==> src/rtl/viterbi_ctrl.sv <==
`default_nettype none
// +----------------------------------------------------------------------------+
// | Module      : viterbi_ctrl                                                 |
// | Description : Frame sequencer for the 4-state Viterbi decoder. Accepts one |
// |               symbol per handshake, issues the ACS/path-memory step enable,|
// |               requests metric normalization, extracts one decoded bit per  |
// |               step once the path memory is full, and terminates the frame  |
// |               on the tail (state 0).                                       |
// | Ports       : clk_i, rst_ni        clock, async active-low reset           |
// |               start_i              begin a frame (honoured only in IDLE)   |
// |               sym_valid_i/_ready_o symbol handshake from the front end     |
// |               step_en_o            advance ACS metrics and path memory     |
// |               path_clr_o           one-cycle clear of metrics/path memory  |
// |               norm_en_o            subtract normalization constant         |
// |               metric_msb_i         metric MSBs of states 3..0              |
// |               best_state_i         index of the smallest metric            |
// |               path_word_i          register-exchange path memory output    |
// |               out_bit_o/_valid_o   decoded bit towards the sink            |
// |               out_ready_i          sink accepts out_bit_o                  |
// |               busy_o, frame_done_o status                                  |
// | Revision    : 1.0  initial release                                         |
// +----------------------------------------------------------------------------+
module viterbi_ctrl #(
    parameter int FRAME_LEN = 64,
    parameter int TAIL_LEN  = 2,
    parameter int DEPTH     = 3
) (
    input  logic               clk_i,
    input  logic               rst_ni,
    input  logic               start_i,
    input  logic               sym_valid_i,
    output logic               sym_ready_o,
    output logic               step_en_o,
    output logic               path_clr_o,
    output logic               norm_en_o,
    input  logic [3:0]         metric_msb_i,
    input  logic [1:0]         best_state_i,
    input  logic [4*DEPTH-1:0] path_word_i,
    output logic               out_bit_o,
    output logic               out_valid_o,
    input  logic               out_ready_i,
    output logic               busy_o,
    output logic               frame_done_o
);

    localparam int c_total = FRAME_LEN + TAIL_LEN;
    localparam int c_nw    = $clog2(c_total + 1);

    // Steps numbered 1..c_total; a bit is emitted for steps DEPTH..FRAME_LEN+DEPTH-1.
    localparam logic [c_nw-1:0] c_n_last  = c_nw'(c_total);
    localparam logic [c_nw-1:0] c_emit_lo = c_nw'(DEPTH);
    localparam logic [c_nw-1:0] c_emit_hi = c_nw'(FRAME_LEN + DEPTH - 1);

    typedef enum logic [1:0] {
        S_IDLE  = 2'd0,
        S_CLEAR = 2'd1,
        S_RUN   = 2'd2,
        S_DRAIN = 2'd3
    } state_t;

    state_t            state_q, state_d;
    logic [c_nw-1:0]   n_q, n_d;
    logic              emit_pend_q, emit_pend_d;
    logic              out_bit_q, out_bit_d;
    logic              out_valid_q, out_valid_d;

    logic              w_slot_free;
    logic              w_sym_ready;
    logic              w_step;
    logic              w_capture;
    logic              w_emit;
    logic [c_nw-1:0]   w_n_inc;
    logic [1:0]        w_slice;
    logic [3:0]        w_slice_msb;
    logic              w_sel_bit;

    // MSB (oldest decision) of each state's path slice; state 0 sits on top.
    for (genvar s = 0; s < 4; s++) begin : g_slice
        assign w_slice_msb[s] = path_word_i[(4 - s) * DEPTH - 1];
    end

    assign w_slot_free = !out_valid_q || out_ready_i;
    // A pending bit only blocks new symbols when it has nowhere to go, so a
    // stalled sink throttles the front end without losing decisions.
    assign w_sym_ready = (state_q == S_RUN) && (!emit_pend_q || w_slot_free);
    assign w_step      = sym_valid_i && w_sym_ready;
    assign w_capture   = emit_pend_q && w_slot_free;
    assign w_n_inc     = n_q + 1'b1;
    assign w_emit      = (w_n_inc >= c_emit_lo) && (w_n_inc <= c_emit_hi);
    // After the final tail step the trellis is terminated in state 0.
    assign w_slice     = (n_q == c_n_last) ? 2'd0 : best_state_i;
    assign w_sel_bit   = w_slice_msb[w_slice];

    always_ff @(posedge clk_i or negedge rst_ni) begin
        if (!rst_ni) begin
            state_q     <= S_IDLE;
            n_q         <= '0;
            emit_pend_q <= 1'b0;
            out_bit_q   <= 1'b0;
            out_valid_q <= 1'b0;
        end else begin
            state_q     <= state_d;
            n_q         <= n_d;
            emit_pend_q <= emit_pend_d;
            out_bit_q   <= out_bit_d;
            out_valid_q <= out_valid_d;
        end
    end

    always_comb begin
        state_d      = state_q;
        n_d          = n_q;
        emit_pend_d  = emit_pend_q;
        out_bit_d    = out_bit_q;
        out_valid_d  = out_valid_q;
        path_clr_o   = 1'b0;
        frame_done_o = 1'b0;

        case (state_q)
            S_IDLE: begin
                if (start_i) begin
                    state_d = S_CLEAR;
                    n_d     = '0;
                end
            end
            S_CLEAR: begin
                path_clr_o = 1'b1;
                state_d    = S_RUN;
            end
            S_RUN: begin
                if (w_step) begin
                    n_d = w_n_inc;
                    if (w_n_inc == c_n_last) begin
                        state_d = S_DRAIN;
                    end
                end
            end
            S_DRAIN: begin
                // Registered flags, so the cycle in which the sink takes the
                // last bit still counts as busy.
                if (!emit_pend_q && !out_valid_q) begin
                    frame_done_o = 1'b1;
                    state_d      = S_IDLE;
                end
            end
            default: begin
                state_d = S_IDLE;
            end
        endcase

        // Capture samples the current (pre-step) path word.
        if (w_capture) begin
            out_bit_d   = w_sel_bit;
            out_valid_d = 1'b1;
            emit_pend_d = 1'b0;
        end else if (out_ready_i) begin
            out_valid_d = 1'b0;
        end

        // A step on the same edge as a capture re-arms the pending flag.
        if (w_step && w_emit) begin
            emit_pend_d = 1'b1;
        end
    end

    assign sym_ready_o = w_sym_ready;
    assign step_en_o   = w_step;
    assign norm_en_o   = w_step && (&metric_msb_i);
    assign out_bit_o   = out_bit_q;
    assign out_valid_o = out_valid_q;
    assign busy_o      = (state_q != S_IDLE);

endmodule
`default_nettype wire

==> config.mk <==
export PLATFORM = sky130hd
export DESIGN_NAME = viterbi_ctrl
export DESIGN_NICKNAME = d
export VERILOG_FILES = /design/src/rtl/viterbi_ctrl.sv
export SDC_FILE = /design/constraint.sdc
export NUM_CORES = 1
export LEC_CHECK = 0
export ABC_AREA = 1
export CORE_UTILIZATION = 44
export CTS_BUF_LIST = sky130_fd_sc_hd__clkbuf_16
export DETAILED_ROUTE_END_ITERATION = 10
export GPL_ROUTABILITY_DRIVEN = 1
export GPL_TIMING_DRIVEN = 0
export MAX_ROUTING_LAYER = met4
export PLACE_DENSITY = 0.86
export SYNTH_ARGS = -nofsm -noshare
export SYNTH_HDL_FRONTEND = slang
export SYNTH_SLANG_ARGS = --single-unit
==> constraint.sdc <==
create_clock -name clk_i -period 2 [get_ports clk_i]
set_input_delay 0.2 -clock clk_i [delete_from_list [all_inputs] [get_ports clk_i]]
set_output_delay 0.2 -clock clk_i [all_outputs]
set_load 0.02 [all_outputs]
### Word level (Yosys, flattened, before mapping)

Index checks and enable logic that the tools add are counted.

| operators by class | value |
|---|---|
| eq/ne operators | 9 |
| reductions and logical operators | 19 |
| order comparisons | 3 |
| mux-type cells | 18 |
| $add $sub $neg | 1 |

Operator list:

| kind | count |
|---|---|
| $eq A7 B7 Y1 const B | 2 |
| $mux W7 | 2 |
| $pmux W7 S2 | 1 |
| $mux W2 | 5 |
| $mux W1 | 8 |
| $pmux W2 S4 | 1 |
| $reduce_and A4 Y1 | 2 |
| $reduce_bool A2 Y1 | 4 |
| $add A7 B1 Y7 const B | 1 |
| $ge A7 B2 Y1 const B | 1 |
| $le A7 B7 Y1 const B | 1 |
| $logic_and A1 B1 Y1 | 7 |
| $ne A2 B2 Y1 const B | 3 |
| $eq A2 B2 Y1 const B | 2 |
| $lt A2 B3 Y1 const B | 1 |
| $reduce_and A3 Y1 | 1 |
| $bmux W1 S2 | 1 |
| $eq A2 B1 Y1 const B | 1 |
| $logic_not A1 Y1 | 2 |
| $logic_not A2 Y1 | 1 |
| $logic_or A1 B1 Y1 | 2 |
| $ne A2 B1 Y1 const B | 1 |

| storage, ports and cells | value |
|---|---|
| flip-flop bits (word level) | 12 |
| output and inout bits | 8 |
| input bits | 23 |
| word-level logic and storage cells | 55 |

### Depth between registers and ports, before layout

| logic depth | value |
|---|---|
| depth in word-level cells | 7 |
| gate-level depth with buffers | 11 |

### Least setup slack after synthesis

Ideal clock, no wire load.

| timing path | value |
|---|---|
| kind | flip-flop to flip-flop |
| start | register state_q[0] |
| end | register n_q[3] |
| clock period less this slack | 1.594 ns |
| path slack | 0.406 ns |
| stages on the path, launching flop included | 10 |
| library setup time | 0.078 ns |
| data arrival time | 1.516 ns |
| cells stage by stage | dfrtp_1 > inv_1 > ha_1 > nand2_1 > inv_2 > nand2_2 > inv_1 > o21ai_2 > a21oi_1 > o21bai_1 |

| on the way | value |
|---|---|
| longest elaborated chain between the ends | 5 |
| elaborated cells between the ends (all ways) | 9 |

RTL lines:

| what | line | RTL |
|---|---|---|
| from (decl) | 61 | `state_t state_q, state_d;` |
| from (signal assigned) | 102 | `state_q <= state_d;` |
| $eq A2 B2 Y1 | 85 | `assign w_sym_ready = (state_q == S_RUN) && (!emit_pend_q \|\| w_slot_free);` |
| $logic_and A1 B1 Y1 | 85 |  |
| net sym_ready_o | 32 | `output logic sym_ready_o,` |
| $logic_and A1 B1 Y1 | 86 | `assign w_step = sym_valid_i && w_sym_ready;` |
| net step_en_o | 33 | `output logic step_en_o,` |
| $ne A2 B2 Y1 (no source line) | n/a |  |
| $reduce_and A3 Y1 (no source line) | n/a |  |
| to (signal assigned) | 103 | `n_q <= n_d;` |
| to (decl) | 62 | `logic [c_nw-1:0] n_q, n_d;` |

The timed path passes the listed nets, and every way through them passes these cells.
A chain may end at the register's enable or synchronous reset.

### Worst setup path in the final report

| timing path | value |
|---|---|
| start | register state_q[0] |
| end | output port step_en_o |

| on the way | value |
|---|---|
| longest elaborated chain between the ends | 3 |

RTL lines:

| what | line |
|---|---|
| $eq A2 B2 Y1 | 85 |
| $logic_and A1 B1 Y1 | 85 |
| $logic_and A1 B1 Y1 | 86 |
| to (decl) | 33 |

Every way passes these cells.

==> results.toml <==
[layout]
final_layout_size_suffix_gt1_share_pct = 12.8
layout_common_cells = "nand2_1, inv_1, clkdlybuf4s50_1, nand3_1"
area_growth_pct = 37.6
final_common_cell = "nand2_1"
layout.nets = 181
num_antenna_cells = 0
fillers = 167

[power]
power.density_mw_per_mm2 = 1250
seq_power_share_pct = 25.1
finalPower_uw = 1550
switching_share_pct = 41.7
p_clk_share_pct = 24.0
p_leak_uw = 0.000612
intPower_uw = 906
peakVddDrop_mv = 0.777
p_comb_share_pct = 50.9
power.switching_uw = 647

[clock_network]
numCtsBuffers = 3
clk_pin_slew_ps = 50
cts_sinks = 12
ctsHoldBuffers = 0
cts_tree = "built"
insertion_delay_ps = 240
cts-root-buf = "clkbuf_16"
cts_buffer_depth = 2
cts_htree_levels = 1

[synthesis]
synth_cells = 123
synth_simple_gate_area_share_pct = 33.6
synth_compound_area_share_pct = 13.0
synthDistinctLibCells = 24
synth_fa_ha_area_share_pct = 11.1
yosysTopAreaCell = "dfrtp_1"
ys_seq_elements = 12
synth.top_cell.area_share_pct = 33.2
synth_mux_area_share_pct = 0
synth_top_family_by_area = "simple AND/OR/NAND/NOR gates"
ys_warn_count = 0
synth-xor-area-share_pct = 0
ys_seq_area_share_pct = 33.2
post_synth.cell_area_avg_sq_um = 7.35
synthesis.area_sq_um = 905
synth_nets = 154
synthTopCellsByArea = "dfrtp_1, ha_1, nand2_1, inv_1, nand3_1"

[sta]
setup_violations = 0
layout_min_cycle_time_ps = 1880
period_share_pct = 93.9
drv_slew = 0
timing.setup.tns_ps = 0
rsz0062_at_grt = "no"
tightest_slew_ps = 548
skew_ps = 5.49
max_slew_margin_pct = 63.3
fmax_mhz = 533
hold_violations = 0

[route]
drc = 0
vias = 916
drt-pass1-iter-count = 4
ant_nets = 0
drt-vias-per-instance = 5.20
wirelength_mm = 2.07
wl_per_cell_um = 11.8
drt_iter0_drc = 30

[run]
maxCapViolations = 0

[floorplanning]
ioPinCount = 31
start_util_pct = 46.6
fp.dieH_um = 47.3
coreArea_sq_mm = 0.00194
rows = 16
die_w_um = 47.3
dieArea_sq_mm = 0.00224

[worst_hold_path]
hp-class = "primary input to asynchronous set/reset pin"

[worst_setup_path]
worstSetupPathType = "flop to output pin"
cp_max_fo = 7
crit_start = "state_q[0]$_DFFE_PN0P_"
crit_required_ps = 1800
cp-end-kind = "output pin"
crit_arrival_ps = 1680
reg2reg_from = "n_q[0]$_DFFE_PN0P_"
start_kind = "flop"

[global_routing]
grt_usage_pct = 22.3
grt.overflow.total = 0
grt_max_degree = 13
grt_pass1_wl_mm = 3.32
first_global_vias = 787
antenna_found_initial = 0

[placed_design]
dp_hpwl_mm = 1.54
globalplace.congestion = 0.876
io_buffers = 22

[outcome]
outcome = "finished clean"
-- through the flow --
stage	hold slack (ps)	cells	worst slack [ps]	cell area [sq um]	utilization, %
after floorplan	-95.6	123	406	905	-
after detailed placement	520	172	9.31	1160	59.7
final	313	176	123	1240	64.1
after global routing	373	176	2.39	1240	64.1
after CTS	340	176	13.4	1240	63.7
after global placement	508	172	23.4	1160	59.7
-- layout make-up --
class	instances	area, sq um	area share, %
multi-input combinational	89	524	42.1
sequential	12	300	24.1
timing repair buffer	22	225	18.1
inverter	22	82.6	6.63
clock buffer	3	75.1	6.03
tap	27	33.8	2.71
clock inverter	1	3.75	0.302
-- path summary, 6_finish.rpt --
check	to	slack [ps]	cells after the start
max in group asynchronous	out_bit_o$_DFFE_PN0P_	1320	1
worst min register to register	out_valid_o$_DFFE_PN0P_	530	2
min in group clk_i	out_valid_o$_DFFE_PN0P_	530	2
worst max register to register	state_q[1]$_DFFE_PN0P_	290	11
worst min-delay path	n_q[1]$_DFFE_PN0P_	310	1
worst max-delay path	step_en_o	120	7
-- synthesized netlist by cell type, drive strengths merged --
master	instances
o22ai	3
o21bai	3
dfrtp	12
clkinv	1
or2	1
nand4	4
o21ai	8
nor2	15
ha	8
a31oi	1
nand2	27
nand3	14
nor3	1
nand3b	1
inv	21
o2111ai	1
a21oi	2
-- state kept, by name (all words and copies together) (netlist names) --
signal	count
emit_pend_q	1
n_q	7
out_bit_o	1
out_valid_o	1
state_q	2
-- repair_timing --
action,in CTS,in global routing
setup buffers,0,0
endpoints found under the setup margin,3,4
gates cloned,0,0
pin swaps,0,0
gates resized for setup,3,4
-- logic make-up (layout without fill, tap and decap cells) --
logic type,after synthesis,after routing
compound gates,18,18
simple gates,63,63
buf+inv,22,48
fa+ha+maj,8,8
flops,12,12
-- critical path, stage by stage (launching register included) --
cell             delay (ps)
dfrtp_1                 410
inv_1                   120
ha_2                    270
nand2_1                  90
inv_2                    70
nand2_2                  60
inv_1                   110
clkdlybuf4s15_1         310
-- layer usage --
layer  part of all wire, %  global-route usage [%]  vias up
li1                      -                       -      454
met2                    49                    35.1       29
met5                     0                       -        -
met1                    44                    27.7      428
met3                   4.6                    2.31        5
met4                   2.3                    12.0        0
-- power groups by stage --
stage               combinational [uW]  clock [uW]  sequential (uW)
floorplan                          522           0              397
global placement                   772           0              385
detailed placement                 794           0              389
CTS                                797         379              386
global route                       884         394              401
finish                             791         373              389
Note: power is estimated with default switching activity, not from simulation.
